$ cat src/rtl/dmem_mmio_bridge.sv
// dmem_mmio_bridge: splits core data-memory accesses between the data RAM and
// a small MMIO bank (LED, switches, timer, FIFO-buffered UART TX).
// Build option: define TIMER_CMP_EN to add the CMP register (0x014) and timer_irq.
// Ports:
//   clk, rst                  core clock, synchronous active-high reset
//   dmem_addr/wdata/mask/wen  core M-stage access (wen active low)
//   dmem_rdata                load data, combinational
//   ram_addr/wdata/mask/we    RAM side passthrough + active-high write strobe
//   ram_rdata                 asynchronous RAM read data
//   sw                        raw board switches
//   led                       LED register
//   uart_tx                   UART serial output, idle high
//   timer_irq                 timer compare interrupt (0 without TIMER_CMP_EN)
module dmem_mmio_bridge #(
  parameter int unsigned BAUD_DIV   = 434,
  parameter int unsigned FIFO_DEPTH = 8,
  parameter int unsigned LED_W      = 16,
  parameter int unsigned SW_W       = 16
) (
  input  logic              clk,
  input  logic              rst,
  input  logic [31:0]       dmem_addr,
  input  logic [31:0]       dmem_wdata,
  input  logic [1:0]        mask,
  input  logic              dmem_wen,
  output logic [31:0]       dmem_rdata,
  output logic [31:0]       ram_addr,
  output logic [31:0]       ram_wdata,
  output logic [1:0]        ram_mask,
  output logic              ram_we,
  input  logic [31:0]       ram_rdata,
  input  logic [SW_W-1:0]   sw,
  output logic [LED_W-1:0]  led,
  output logic              uart_tx,
  output logic              timer_irq
);

  localparam int unsigned AW = $clog2(FIFO_DEPTH);
  localparam int unsigned PW = AW + 1;
  localparam int unsigned CW = 16;

  localparam logic [11:0] OFF_LED   = 12'h000;
  localparam logic [11:0] OFF_SW    = 12'h004;
  localparam logic [11:0] OFF_TIMER = 12'h008;
  localparam logic [11:0] OFF_UDATA = 12'h00C;
  localparam logic [11:0] OFF_STAT  = 12'h010;
`ifdef TIMER_CMP_EN
  localparam logic [11:0] OFF_CMP   = 12'h014;
`endif

  typedef enum logic [1:0] {ST_IDLE, ST_START, ST_DATA, ST_STOP} tx_state_e;

  // Region decode and RAM passthrough
  logic        mmio;
  logic        wr;
  logic [11:0] off;

  assign mmio      = (dmem_addr[31:12] == 20'hFFFFF);
  assign wr        = mmio && !dmem_wen;
  assign off       = dmem_addr[11:0];
  assign ram_addr  = dmem_addr;
  assign ram_wdata = dmem_wdata;
  assign ram_mask  = mask;
  assign ram_we    = !dmem_wen && !mmio;

  // LED, switch synchroniser, timer
  logic [LED_W-1:0] led_q;
  logic [SW_W-1:0]  sw_s1_q, sw_s2_q;
  logic [31:0]      timer_q;

  always_ff @(posedge clk) begin
    if (rst) begin
      led_q   <= '0;
      sw_s1_q <= '0;
      sw_s2_q <= '0;
      timer_q <= '0;
    end else begin
      if (wr && off == OFF_LED) led_q <= dmem_wdata[LED_W-1:0];
      sw_s1_q <= sw;
      sw_s2_q <= sw_s1_q;
      // A write beat still counts, so the loaded value is visible already incremented
      timer_q <= (wr && off == OFF_TIMER) ? dmem_wdata + 32'd1 : timer_q + 32'd1;
    end
  end

  assign led = led_q;

  // UART TX FIFO; count derives from the extra pointer bit
  logic [7:0]    fifo_q [FIFO_DEPTH];
  logic [PW-1:0] wptr_q, rptr_q, count;
  logic          full, empty, push, drop, pop, ovf_q;
  tx_state_e     state_q, state_d;

  assign count = wptr_q - rptr_q;
  assign full  = (count == PW'(FIFO_DEPTH));
  assign empty = (count == '0);
  assign push  = wr && off == OFF_UDATA && !full;
  assign drop  = wr && off == OFF_UDATA && full;
  assign pop   = (state_q == ST_IDLE) && !empty;

  always_ff @(posedge clk) begin
    if (push) fifo_q[wptr_q[AW-1:0]] <= dmem_wdata[7:0];
  end

  always_ff @(posedge clk) begin
    if (rst) begin
      wptr_q <= '0;
      rptr_q <= '0;
      ovf_q  <= 1'b0;
    end else begin
      if (push) wptr_q <= wptr_q + PW'(1);
      if (pop)  rptr_q <= rptr_q + PW'(1);
      // Overflow set takes priority over a clearing STAT write
      if (drop)                          ovf_q <= 1'b1;
      else if (wr && off == OFF_STAT)    ovf_q <= 1'b0;
    end
  end

  // TX FSM: state register
  logic [CW-1:0] cnt_q, cnt_d;
  logic [2:0]    bit_q, bit_d;
  logic [7:0]    shift_q, shift_d;
  logic          tx_q, tx_d;
  logic          baud_end;

  assign baud_end = (cnt_q == CW'(BAUD_DIV - 1));

  always_ff @(posedge clk) begin
    if (rst) begin
      state_q <= ST_IDLE;
      cnt_q   <= '0;
      bit_q   <= '0;
      shift_q <= '0;
      tx_q    <= 1'b1;
    end else begin
      state_q <= state_d;
      cnt_q   <= cnt_d;
      bit_q   <= bit_d;
      shift_q <= shift_d;
      tx_q    <= tx_d;
    end
  end

  // TX FSM: next state; line level is registered from the next state
  always_comb begin
    state_d = state_q;
    cnt_d   = cnt_q;
    bit_d   = bit_q;
    shift_d = shift_q;
    tx_d    = 1'b1;
    case (state_q)
      ST_IDLE: begin
        if (!empty) begin
          state_d = ST_START;
          cnt_d   = '0;
          shift_d = fifo_q[rptr_q[AW-1:0]];
        end
      end
      ST_START: begin
        if (baud_end) begin
          state_d = ST_DATA;
          cnt_d   = '0;
          bit_d   = '0;
        end else begin
          cnt_d = cnt_q + CW'(1);
        end
      end
      ST_DATA: begin
        if (baud_end) begin
          cnt_d   = '0;
          shift_d = {1'b0, shift_q[7:1]};
          if (bit_q == 3'd7) state_d = ST_STOP;
          else               bit_d   = bit_q + 3'd1;
        end else begin
          cnt_d = cnt_q + CW'(1);
        end
      end
      ST_STOP: begin
        if (baud_end) begin
          state_d = ST_IDLE;
          cnt_d   = '0;
        end else begin
          cnt_d = cnt_q + CW'(1);
        end
      end
      default: state_d = ST_IDLE;
    endcase
    case (state_d)
      ST_START: tx_d = 1'b0;
      ST_DATA:  tx_d = shift_d[0];
      default:  tx_d = 1'b1;
    endcase
  end

  assign uart_tx = tx_q;

`ifdef TIMER_CMP_EN
  // Timer compare: sticky level, set has priority over the CMP-write clear
  logic [31:0] cmp_q;
  logic        irq_q;

  always_ff @(posedge clk) begin
    if (rst) begin
      cmp_q <= 32'hFFFF_FFFF;
      irq_q <= 1'b0;
    end else begin
      if (wr && off == OFF_CMP) cmp_q <= dmem_wdata;
      if (timer_q == cmp_q)           irq_q <= 1'b1;
      else if (wr && off == OFF_CMP)  irq_q <= 1'b0;
    end
  end

  assign timer_irq = irq_q;
`else
  assign timer_irq = 1'b0;
`endif

  // Load data mux
  logic [31:0] mmio_rdata;

  always_comb begin
    mmio_rdata = '0;
    case (off)
      OFF_LED:   mmio_rdata = 32'(led_q);
      OFF_SW:    mmio_rdata = 32'(sw_s2_q);
      OFF_TIMER: mmio_rdata = timer_q;
      OFF_STAT:  mmio_rdata = {21'd0, 7'(count), ovf_q, (state_q != ST_IDLE), empty, full};
`ifdef TIMER_CMP_EN
      OFF_CMP:   mmio_rdata = cmp_q;
`endif
      default:   mmio_rdata = '0;
    endcase
    dmem_rdata = mmio ? mmio_rdata : ram_rdata;
  end

endmodule

$ cat config.mk
export PLATFORM = sky130hd
export DESIGN_NAME = dmem_mmio_bridge
export DESIGN_NICKNAME = d
export VERILOG_FILES = /design/src/rtl/dmem_mmio_bridge.sv
export SDC_FILE = /design/constraint.sdc
export NUM_CORES = 1
export LEC_CHECK = 0
export CORE_ASPECT_RATIO = 1.1
export CORE_MARGIN = 2
export CORE_UTILIZATION = 55
export CTS_BUF_LIST = sky130_fd_sc_hd__clkbuf_16
export CTS_CLUSTER_DIAMETER = 150
export CTS_CLUSTER_SIZE = 12
export DETAILED_ROUTE_END_ITERATION = 8
export PLACE_DENSITY = 0.89
export SETUP_SLACK_MARGIN = 0.5
export SYNTH_ARGS = -nofsm -noshare
export SYNTH_HDL_FRONTEND = slang
export SYNTH_SLANG_ARGS = --single-unit
$ cat constraint.sdc
create_clock -name clk -period 7.6 [get_ports clk]
set_clock_uncertainty 0.15 [all_clocks]
set_input_delay 0.76 -clock clk [delete_from_list [all_inputs] [get_ports clk]]
set_output_delay 0.76 -clock clk [all_outputs]
set_load 0.05 [all_outputs]
==> run summary, run 1 <==
The pre-antenna-repair detailed-routing pass consisted of 5 iterations. The launch point of the worst reg-to-reg path is wptr_q[0]. Yosys mapped the design onto between 70 and 80 distinct sky130hd cell types. The count of unresolved DRC violations after routing is 0. The delay of the slowest cell on the worst path came out at between 800 and 900 ps. The violation count after the first detailed-routing iteration is between 800 and 900.

The critical path contains buffers and inverters numbering 3 combined. The predominant post-synthesis flop cell is sky130_fd_sc_hd__dfxtp_1. In this run, synthesis produced a sequential element count of around 190. Buffers inserted to repair hold after CTS numbered 0. The pin slew with the least headroom to its limit is about 1000 ps. The arrival time of data at the critical path endpoint is ~4100 ps. The die height came out at between 100 and 150 um. The number of input and output port buffers inserted is roughly 230. The root buffer cell chosen for the clock tree is sky130_fd_sc_hd__clkbuf_16. The worst reg-to-reg path cell count came out at 9. The number of nets with antenna violations after detailed routing is 0.

The worst path uses between 60% and 70% of the clock period. Yosys attributes the largest share of cell area to sky130_fd_sc_hd__dfxtp_1 25%, sky130_fd_sc_hd__edfxtp_1 19%, sky130_fd_sc_hd__buf_4 5.2%. The die boundary width came out at between 100 and 150 um.

The flow ran to the end, and the final reports show no timing, DRC or antenna violations. The routed wire length came out at 27100 um. The detailed router used layers up to and including met4. The wire length on met3 is about 2200 um. The area occupied by multi-input gates came out at approximately 0.0047 sq mm.

The fraction of synthesis flops using an asynchronous set or reset pin is 0%. In the final timing run, aggregate negative setup slack is 0 ps. The total length of routed met2 wires is between 10000 and 15000 um. After synthesis, the largest area contributor takes up between 20% and 30% of total cell area. The final critical-path required period came out at 5000 ps.

From synthesis to final layout, the design area changed by 25.3%. The die covers about 0.019 sq mm. The static power due to leakage is between 4 and 5 nW.

The via count of the first global-routing pass is 8362. Tracing the worst setup path back leads to its startpoint at dmem_addr[1]. For this design, the slowest cell found on the critical path is sky130_fd_sc_hd__clkdlybuf4s50_1.

The initial antenna violation count is 0. The count of standard-cell rows is between 50 and 60. The hold-critical path endpoint is sw_s2_q[14]. The floorplan step defined a core boundary enclosing roughly 0.018 sq mm.

The upper clock frequency limit came out at 0.200 GHz. Buffers inserted during clock tree synthesis total 17. The number of clock sinks seen by CTS is about 190. The maximum fanout encountered on the critical timing path is 18.

The source-to-sink clock delay at the later pin of the worst-skew pair is roughly 440 ps. The portion of the post-synthesis area used by sequential elements came out at 44.1%. Counting buffers and inverters, the worst setup path is 8 cells deep. The flip-flop and latch area came out at 0.00436 sq mm. Global routing used 28.6% of the available tracks across all layers. The overflow left after global routing is 0.

The number of failing hold endpoints at the final stage is 0. The share of the core filled with cells came out at 70.1%. Setup repair after global routing left no endpoint under its margin. STA puts the critical path data required time at approximately 6700 ps.

The setup check on the worst reg-to-reg path leaves a slack of 4260 ps. Fill cells in the final layout number between 1000 and 1500. The CTS tree is built.

The path class of the tightest hold or removal check is reg -> reg. After detailed routing, the average wire length per cell comes to 19.4 um. In this run the critical register-to-register path is captured at fifo_q[3][6]. The total of endpoints with negative setup slack in the final report came out at 0. The number of nets in the synthesized netlist is approximately 1100.

The worst setup path is launched from an input port. The total inserted antenna cells is 0. The critical path is of the in -> out type. between 200 and 250 I/O pins were placed.

The power density relative to cell area came out at between 200 and 250 mW/mm^2. The synthesized design spends more area on one cell type than any other, namely sky130_fd_sc_hd__dfxtp_1. The routability congestion estimate is 0.969. The met1 wire length is ~10000 um. Once placement finished, the instance area stood at ~0.012 sq mm. The detail-routed via count per cell is roughly 6. The largest voltage drop on the vdd net is 0.000160 V. The detailed placement HPWL is just under 20000 um. Each instance of the synthesized netlist takes up on average just under 10 sq um. The wire length of the first global-routing pass came out at around 43000 um.

The initial core utilization is 56.0%. The worst relative slew slack came out at 34.5%. The max-slew violation count was 0.

The number of cells upsized or downsized after cts came out at 0. The most numerous cell type found on the critical path is sky130_fd_sc_hd__clkdlybuf4s50_1. In this run the post-CTS setup repair buffer count came out at 0. The number of buffers on the longest clock path came out at 2. The critical path endpoint category is an output pin. The number of maximum-capacitance constraint violations is 0.

The final instance area came out at between 0.01 and 0.015 sq mm. The number of synthesis warnings is 0. The signal on the critical path passes through clkdlybuf4s50_1, nor3_1, nand4b_1, nor3_2, buf_4, a221oi_1, o21ai_0, clkdlybuf4s50_1.

The post-route netlist has 8.20% of its cells at a drive strength greater than 1. The worst hold path stage count is 1. The largest net degree at the start of global routing is 89.

The category of cells accounting for the largest share of critical-path delay is buffers and inverters. The count of nets after finishing is about 1300. The number of standard cells after synthesis is between 1000 and 1500. The count of flip-flops with a built-in enable after synthesis is 64.

The number of vias after detailed routing came out at about 8500. CTS built an H-tree with a depth of 4. The register clock-pin slew on the reported worst setup and hold paths is roughly 60 ps. The cell area after technology mapping came out at roughly 0.0099 sq mm. The startpoint identified for the worst hold timing path is sw_s1_q[14].
[through the flow]
stage / total power [mW] / std cells / setup WS [ps] / hold WS [ps]
2_1_floorplan: 1.62 / 1005 / 3680 / 264
3_3_place_gp: 1.80 / 1366 / 2520 / 270
3_5_place_dp: 1.82 / 1366 / 2410 / 276
4_1_cts: 2.64 / 1397 / 2660 / 291
5_1_grt: 2.74 / 1397 / 2430 / 308
6_report: 2.63 / 1397 / 2600 / 288
[report_power, final]
group          internal (mW)  switching, mW
clock                  0.444          0.378
sequential              1.07         0.0616
combinational          0.296          0.380
[cell type report]
class,instances,area share (%)
Clock buffer,17,3.43
Clock inverter,14,0.868
Inverter,18,0.545
Multi-Input combinational cell,679,38.1
Sequential cell,186,35.2
Tap cell,238,2.40
Timing Repair Buffer,245,19.4
[flip-flops by register name, summed over array words and instances, names as in the netlist, named ones only]
name,flops
led,16
cnt_q,16
sw_s1_q,16
ovf_q,1
bit_q,3
sw_s2_q,16
rptr_q,4
fifo_q,64
timer_q,32
wptr_q,4
shift_q,8
uart_tx,1
state_q,2
[synth_stat cells (4+ instances only)]
library cell                number
sky130_fd_sc_hd__nor4_4          5
sky130_fd_sc_hd__inv_1          18
sky130_fd_sc_hd__nand2b_1        7
sky130_fd_sc_hd__a21oi_1        59
sky130_fd_sc_hd__a311oi_1        4
sky130_fd_sc_hd__o21a_1          6
sky130_fd_sc_hd__and4_1         11
sky130_fd_sc_hd__and3_1          7
sky130_fd_sc_hd__xnor2_1        27
sky130_fd_sc_hd__nor3b_1         5
sky130_fd_sc_hd__nor2_1         69
sky130_fd_sc_hd__ha_1           10
sky130_fd_sc_hd__o31a_1          5
sky130_fd_sc_hd__buf_4          69
sky130_fd_sc_hd__a211oi_1       22
sky130_fd_sc_hd__edfxtp_1       64
sky130_fd_sc_hd__nor3_1         28
sky130_fd_sc_hd__mux2_2          7
sky130_fd_sc_hd__nor2b_1        41
sky130_fd_sc_hd__buf_2          12
sky130_fd_sc_hd__o31ai_1         6
sky130_fd_sc_hd__or4_1          10
sky130_fd_sc_hd__a2bb2oi_1       6
sky130_fd_sc_hd__nand4_1        28
sky130_fd_sc_hd__nand3_1        52
sky130_fd_sc_hd__o21ai_0        48
sky130_fd_sc_hd__nand3b_1        4
sky130_fd_sc_hd__xor2_1         23
sky130_fd_sc_hd__dfxtp_1       122
sky130_fd_sc_hd__mux2i_1        21
sky130_fd_sc_hd__or3_1          11
sky130_fd_sc_hd__nor4_1         15
sky130_fd_sc_hd__a31oi_1         6
sky130_fd_sc_hd__clkbuf_1       37
sky130_fd_sc_hd__nand2_1        49
sky130_fd_sc_hd__a22o_1         20
sky130_fd_sc_hd__mux4_2         16
[layer usage]
metal	global-route usage [%]	vias to the layer above
li1	-	3943
met1	33.9	4119
met2	50.9	395
met3	6.86	45
met4	10.3	0
met5	0	-
[how the worst max path moves through the flow]
stage               endpoint  slack, ps
6_report       dmem_rdata[3]       2600
5_1_grt        dmem_rdata[3]       2430
4_1_cts        dmem_rdata[3]       2660
3_5_place_dp     timer_q[18]       2410
3_3_place_gp     timer_q[18]       2520
2_1_floorplan  dmem_rdata[3]       3680
[logic make-up (layout without fill, tap and decap cells)]
family,after synthesis,count (layout),synth area share [%]
muxes,45,45,6.68
and+or+nand+nor,370,370,21.7
adders and majority gates,12,12,1.57
buffers and inverters,140,294,8.16
AOI/OAI and AO/OA,201,201,13.4
xor gates and xnor gates,50,50,4.43
DFF,186,186,44.1
other,1,1,0.0379
[cell usage in the layout (no fill, tap or decap), types with 5 or more instances in the layout]
| cell | instances |
|---|---|
| sky130_fd_sc_hd__a211oi_1 | 22 |
| sky130_fd_sc_hd__a21oi_1 | 59 |
| sky130_fd_sc_hd__a22o_1 | 20 |
| sky130_fd_sc_hd__a2bb2oi_1 | 6 |
| sky130_fd_sc_hd__a31oi_1 | 6 |
| sky130_fd_sc_hd__and3_1 | 7 |
| sky130_fd_sc_hd__and4_1 | 11 |
| sky130_fd_sc_hd__buf_4 | 18 |
| sky130_fd_sc_hd__clkbuf_16 | 17 |
| sky130_fd_sc_hd__clkdlybuf4s50_1 | 227 |
| sky130_fd_sc_hd__dfxtp_1 | 122 |
| sky130_fd_sc_hd__edfxtp_1 | 64 |
| sky130_fd_sc_hd__ha_1 | 10 |
| sky130_fd_sc_hd__inv_1 | 19 |
| sky130_fd_sc_hd__mux2_2 | 7 |
| sky130_fd_sc_hd__mux2i_1 | 21 |
| sky130_fd_sc_hd__mux4_2 | 16 |
| sky130_fd_sc_hd__nand2_1 | 49 |
| sky130_fd_sc_hd__nand2b_1 | 7 |
| sky130_fd_sc_hd__nand3_1 | 52 |
| sky130_fd_sc_hd__nand4_1 | 28 |
| sky130_fd_sc_hd__nor2_1 | 69 |
| sky130_fd_sc_hd__nor2b_1 | 41 |
| sky130_fd_sc_hd__nor3_1 | 27 |
| sky130_fd_sc_hd__nor3b_1 | 5 |
| sky130_fd_sc_hd__nor4_1 | 15 |
| sky130_fd_sc_hd__nor4_4 | 5 |
| sky130_fd_sc_hd__o21a_1 | 6 |
| sky130_fd_sc_hd__o21ai_0 | 48 |
| sky130_fd_sc_hd__o31a_1 | 5 |
| sky130_fd_sc_hd__o31ai_1 | 6 |
| sky130_fd_sc_hd__or3_1 | 11 |
| sky130_fd_sc_hd__or4_1 | 10 |
| sky130_fd_sc_hd__xnor2_1 | 27 |
| sky130_fd_sc_hd__xor2_1 | 23 |
Power figures use the tool's default switching activity.
==> run 2, diff against run 1 <==
CORE_UTILIZATION = 46   (was 55)
PLACE_DENSITY = 0.8   (was 0.89)
clock period = 4.45 ns   (was 7.6 ns; I/O delays follow)
==> run 2 against run 1 <==
Critical path depth grew 2. Cell area grew 4.2%. First-iteration DRC count grew 14%. Core utilization shrank 9.3 points. Combinational power grew 78%. Largest power group unchanged.
==> run summary, run 2 (same netlist as run 1, synthesis figures left out) <==
At the end of routability-driven placement, the weighted congestion stood at roughly 0.9. The average wire length per cell after detail routing came out at approximately 19 um. The CTS tree is built.

The final worst hold slack is 288 ps. The arrival time of data at the critical path endpoint is slightly above 3000 ps. In this run the horizontal extent of the chip is roughly 140 um. The number of input and output port buffers inserted is roughly 230.

The delay of the slowest cell on the worst path is around 370 ps. The worst reg2reg path endpoint is fifo_q[6][5]. The initial antenna violation count is 0.

The violation count after the first detailed-routing iteration is 960. The worst hold path stage count came out at 1. Pin placement for this block handled 234 I/O pins.

The via count of the first global-routing pass is around 8000. For the finished layout, the period the worst path requires is 3710 ps. After clock tree synthesis, the clock-pin slew on the worst setup and hold paths is 70 ps.

The launching element type of the critical path is a flop. The signal on the critical path passes through inv_1, ha_1, inv_1, fa_1, xnor2_1, nand3b_1, nor3_2, a22oi_1, o21ai_0, buf_12. The worst hold-check path type is reg -> reg.

The first global-routing pass estimated about 43000 um of wire. The number of clock sinks seen by CTS is 186. The cell area after placement came out at roughly 0.012 sq mm. After legalization and detailed placement, the total HPWL measured approximately 20000 um.

The maximum fanout encountered on the critical timing path came out at 9. The initial core utilization came out at between 40% and 50%. The startpoint identified for the worst register-to-register timing path is wptr_q[0].

The required time of the critical path came out at ~3900 ps. The hold path startpoint is sw_s1_q[14]. Setup repair after global routing left no endpoint under its margin. The dominant cell type by count on the critical path is sky130_fd_sc_hd__inv_1. The aggregate negative setup slack came out at 0 ps. The number of vias after detailed routing came out at ~8600. The total of hold buffers inserted after clock tree synthesis came out at 0. The multi-input combinational cells in the finished layout cover a total of 0.00473 sq mm. The power density relative to cell area came out at around 360 mW/mm^2.

The number of nets with antenna violations after detailed routing is 0. The die covers about 0.023 sq mm. Leaving out fill and tap cells, the most frequent cells in the layout are 195 x sky130_fd_sc_hd__clkdlybuf4s50_1, 122 x sky130_fd_sc_hd__dfxtp_1, 69 x sky130_fd_sc_hd__nor2_1, 64 x sky130_fd_sc_hd__edfxtp_1, 59 x sky130_fd_sc_hd__a21oi_1.

The number of failing hold endpoints at the final stage came out at 0. The count of standard-cell rows came out at 56. The total of endpoints with negative setup slack in the final report came out at 0. The number of iterations in the first detailed-routing pass is 6. The count of unresolved DRC violations after routing came out at 0. The most common library cell in the layout ignoring fill and taps is sky130_fd_sc_hd__clkdlybuf4s50_1.

The slowest stage of the critical path is the sky130_fd_sc_hd__fa_1 cell. STA classifies the critical path endpoint as an output pin. The hold-critical path endpoint is sw_s2_q[14]. The routed wire length came out at 27600 um. Timing would allow up to ~0.27 GHz. The overflow left after global routing came out at 0.

The largest net degree at the start of global routing came out at between 80 and 90. The flip-flop and latch area came out at 0.00436 sq mm. The flow ran to the end, and the final reports show no timing, DRC or antenna violations.

The worst reg-to-reg path cell count came out at 9. The pin slew with the least headroom to its limit came out at between 900 and 1000 ps. The max-slew violation count was 0. Of the available clock period, the critical path in the final layout requires 83.3%.

The count of nets after finishing is roughly 1300. TritonCTS created 17 clock buffers. The final instance area is 0.0129 sq mm. The worst relative slew slack is 34.1%.

The setup path with the least slack is of type reg -> out. The area growth from synthesis to layout is 30.6%. The floorplan step set the die height to 158 um. For flop-to-flop paths, the worst setup slack is ~1200 ps. The register with the most flip-flops in the layout has 64 of them. The worst-case IR drop observed on VDD is between 0.0003 and 0.0004 V.

The H-tree depth came out at 4. Global routing consumed, over all layers together, between 20% and 30% of the routing resources. After detailed routing, the number of vias per cell comes to around 5.9. The source-to-sink clock delay at the later pin of the worst-skew pair is about 440 ps. The longest clock path from root to sink contains 2 buffers. Max-cap violations in this run came to 0.

Cells with a size suffix above 1 make up between 10 and 15% of the layout. The fill cell instance count of the final layout came out at around 1700. The placeable core area came out at 0.0212 sq mm. In this run the static leakage power is 4.40 nW. The tree is rooted in a sky130_fd_sc_hd__clkbuf_16.
==> run 2: cell types whose count changed in the layout (fill, tap and decap cells not counted), sizes merged <==
cell           change
clkinvlp           -1
clkdlybuf4s50     -32
inv                +7
diode              +1
clkinv             -5
buf               +43
==> run 2: through the flow <==
| step | utilization (%) | instances | total power, mW | setup slack, ps |
|---|---|---|---|---|
| 2_1_floorplan | - | 1005 | 2.76 | 856 |
| 3_3_place_gp | 58.1 | 1429 | 3.13 | 518 |
| 3_5_place_dp | 58.1 | 1429 | 3.14 | 386 |
| 4_1_cts | 60.8 | 1461 | 4.64 | 664 |
| 5_1_grt | 60.9 | 1461 | 4.82 | 552 |
| 6_report | 60.9 | 1462 | 4.64 | 742 |
==> run 2: repair_timing <==
action | in CTS | in global routing
setup buffers | 0 | 0
gates resized for setup | 0 | 2
endpoints found under the hold margin | 0 | 0
endpoints found under the setup margin | 0 | 7
==> run 2: worst max-delay path: cells and delay by family, from the launching register on <==
kind / cells / cell delay (ps)
flops: 1 / 340
simple gates: 2 / 680
xor+xnor: 1 / 240
buf+inv: 3 / 340
fa+ha+maj: 2 / 530
compound gates: 2 / 540
==> run 2: per-layer routing <==
layer | routed length, um | vias to the layer above | track usage [%]
met4 | 616 | 0 | 8.17
li1 | - | 3983 | -
met1 | 11100 | 4170 | 31.2
met3 | 2340 | 47 | 6.23
met5 | 0 | - | 0
met2 | 13500 | 360 | 40.5
==> run 2: cell type report <==
class	instances	share of cell area [%]
clock buffer	17	3.29
multi-input combinational	679	36.6
inverter	18	0.523
sequential	186	33.8
antenna	1	0.0194
clock inverter	15	1.20
tap	290	2.81
timing repair buffer	256	21.7
==> run 2: worst max-delay path by stage <==
stage                            start             to  slack, ps  cells after the start
after floorplan           dmem_addr[2]    timer_q[18]        860                     12
after CTS                    wptr_q[0]  dmem_rdata[0]        660                     10
final                        wptr_q[0]  dmem_rdata[0]        740                     10
after detailed placement  dmem_addr[9]    timer_q[18]        390                     11
after global placement    dmem_addr[9]    timer_q[24]        520                     12
after global routing      dmem_addr[9]    timer_q[16]        550                     12
==> run 2: where the power goes <==
group / leakage, nW / switching, mW / internal (mW)
sequential: 1.57 / 0.105 / 1.83
clock: 0.289 / 0.708 / 0.794
combinational: 2.54 / 0.657 / 0.542
total: 4.40 / 1.47 / 3.17
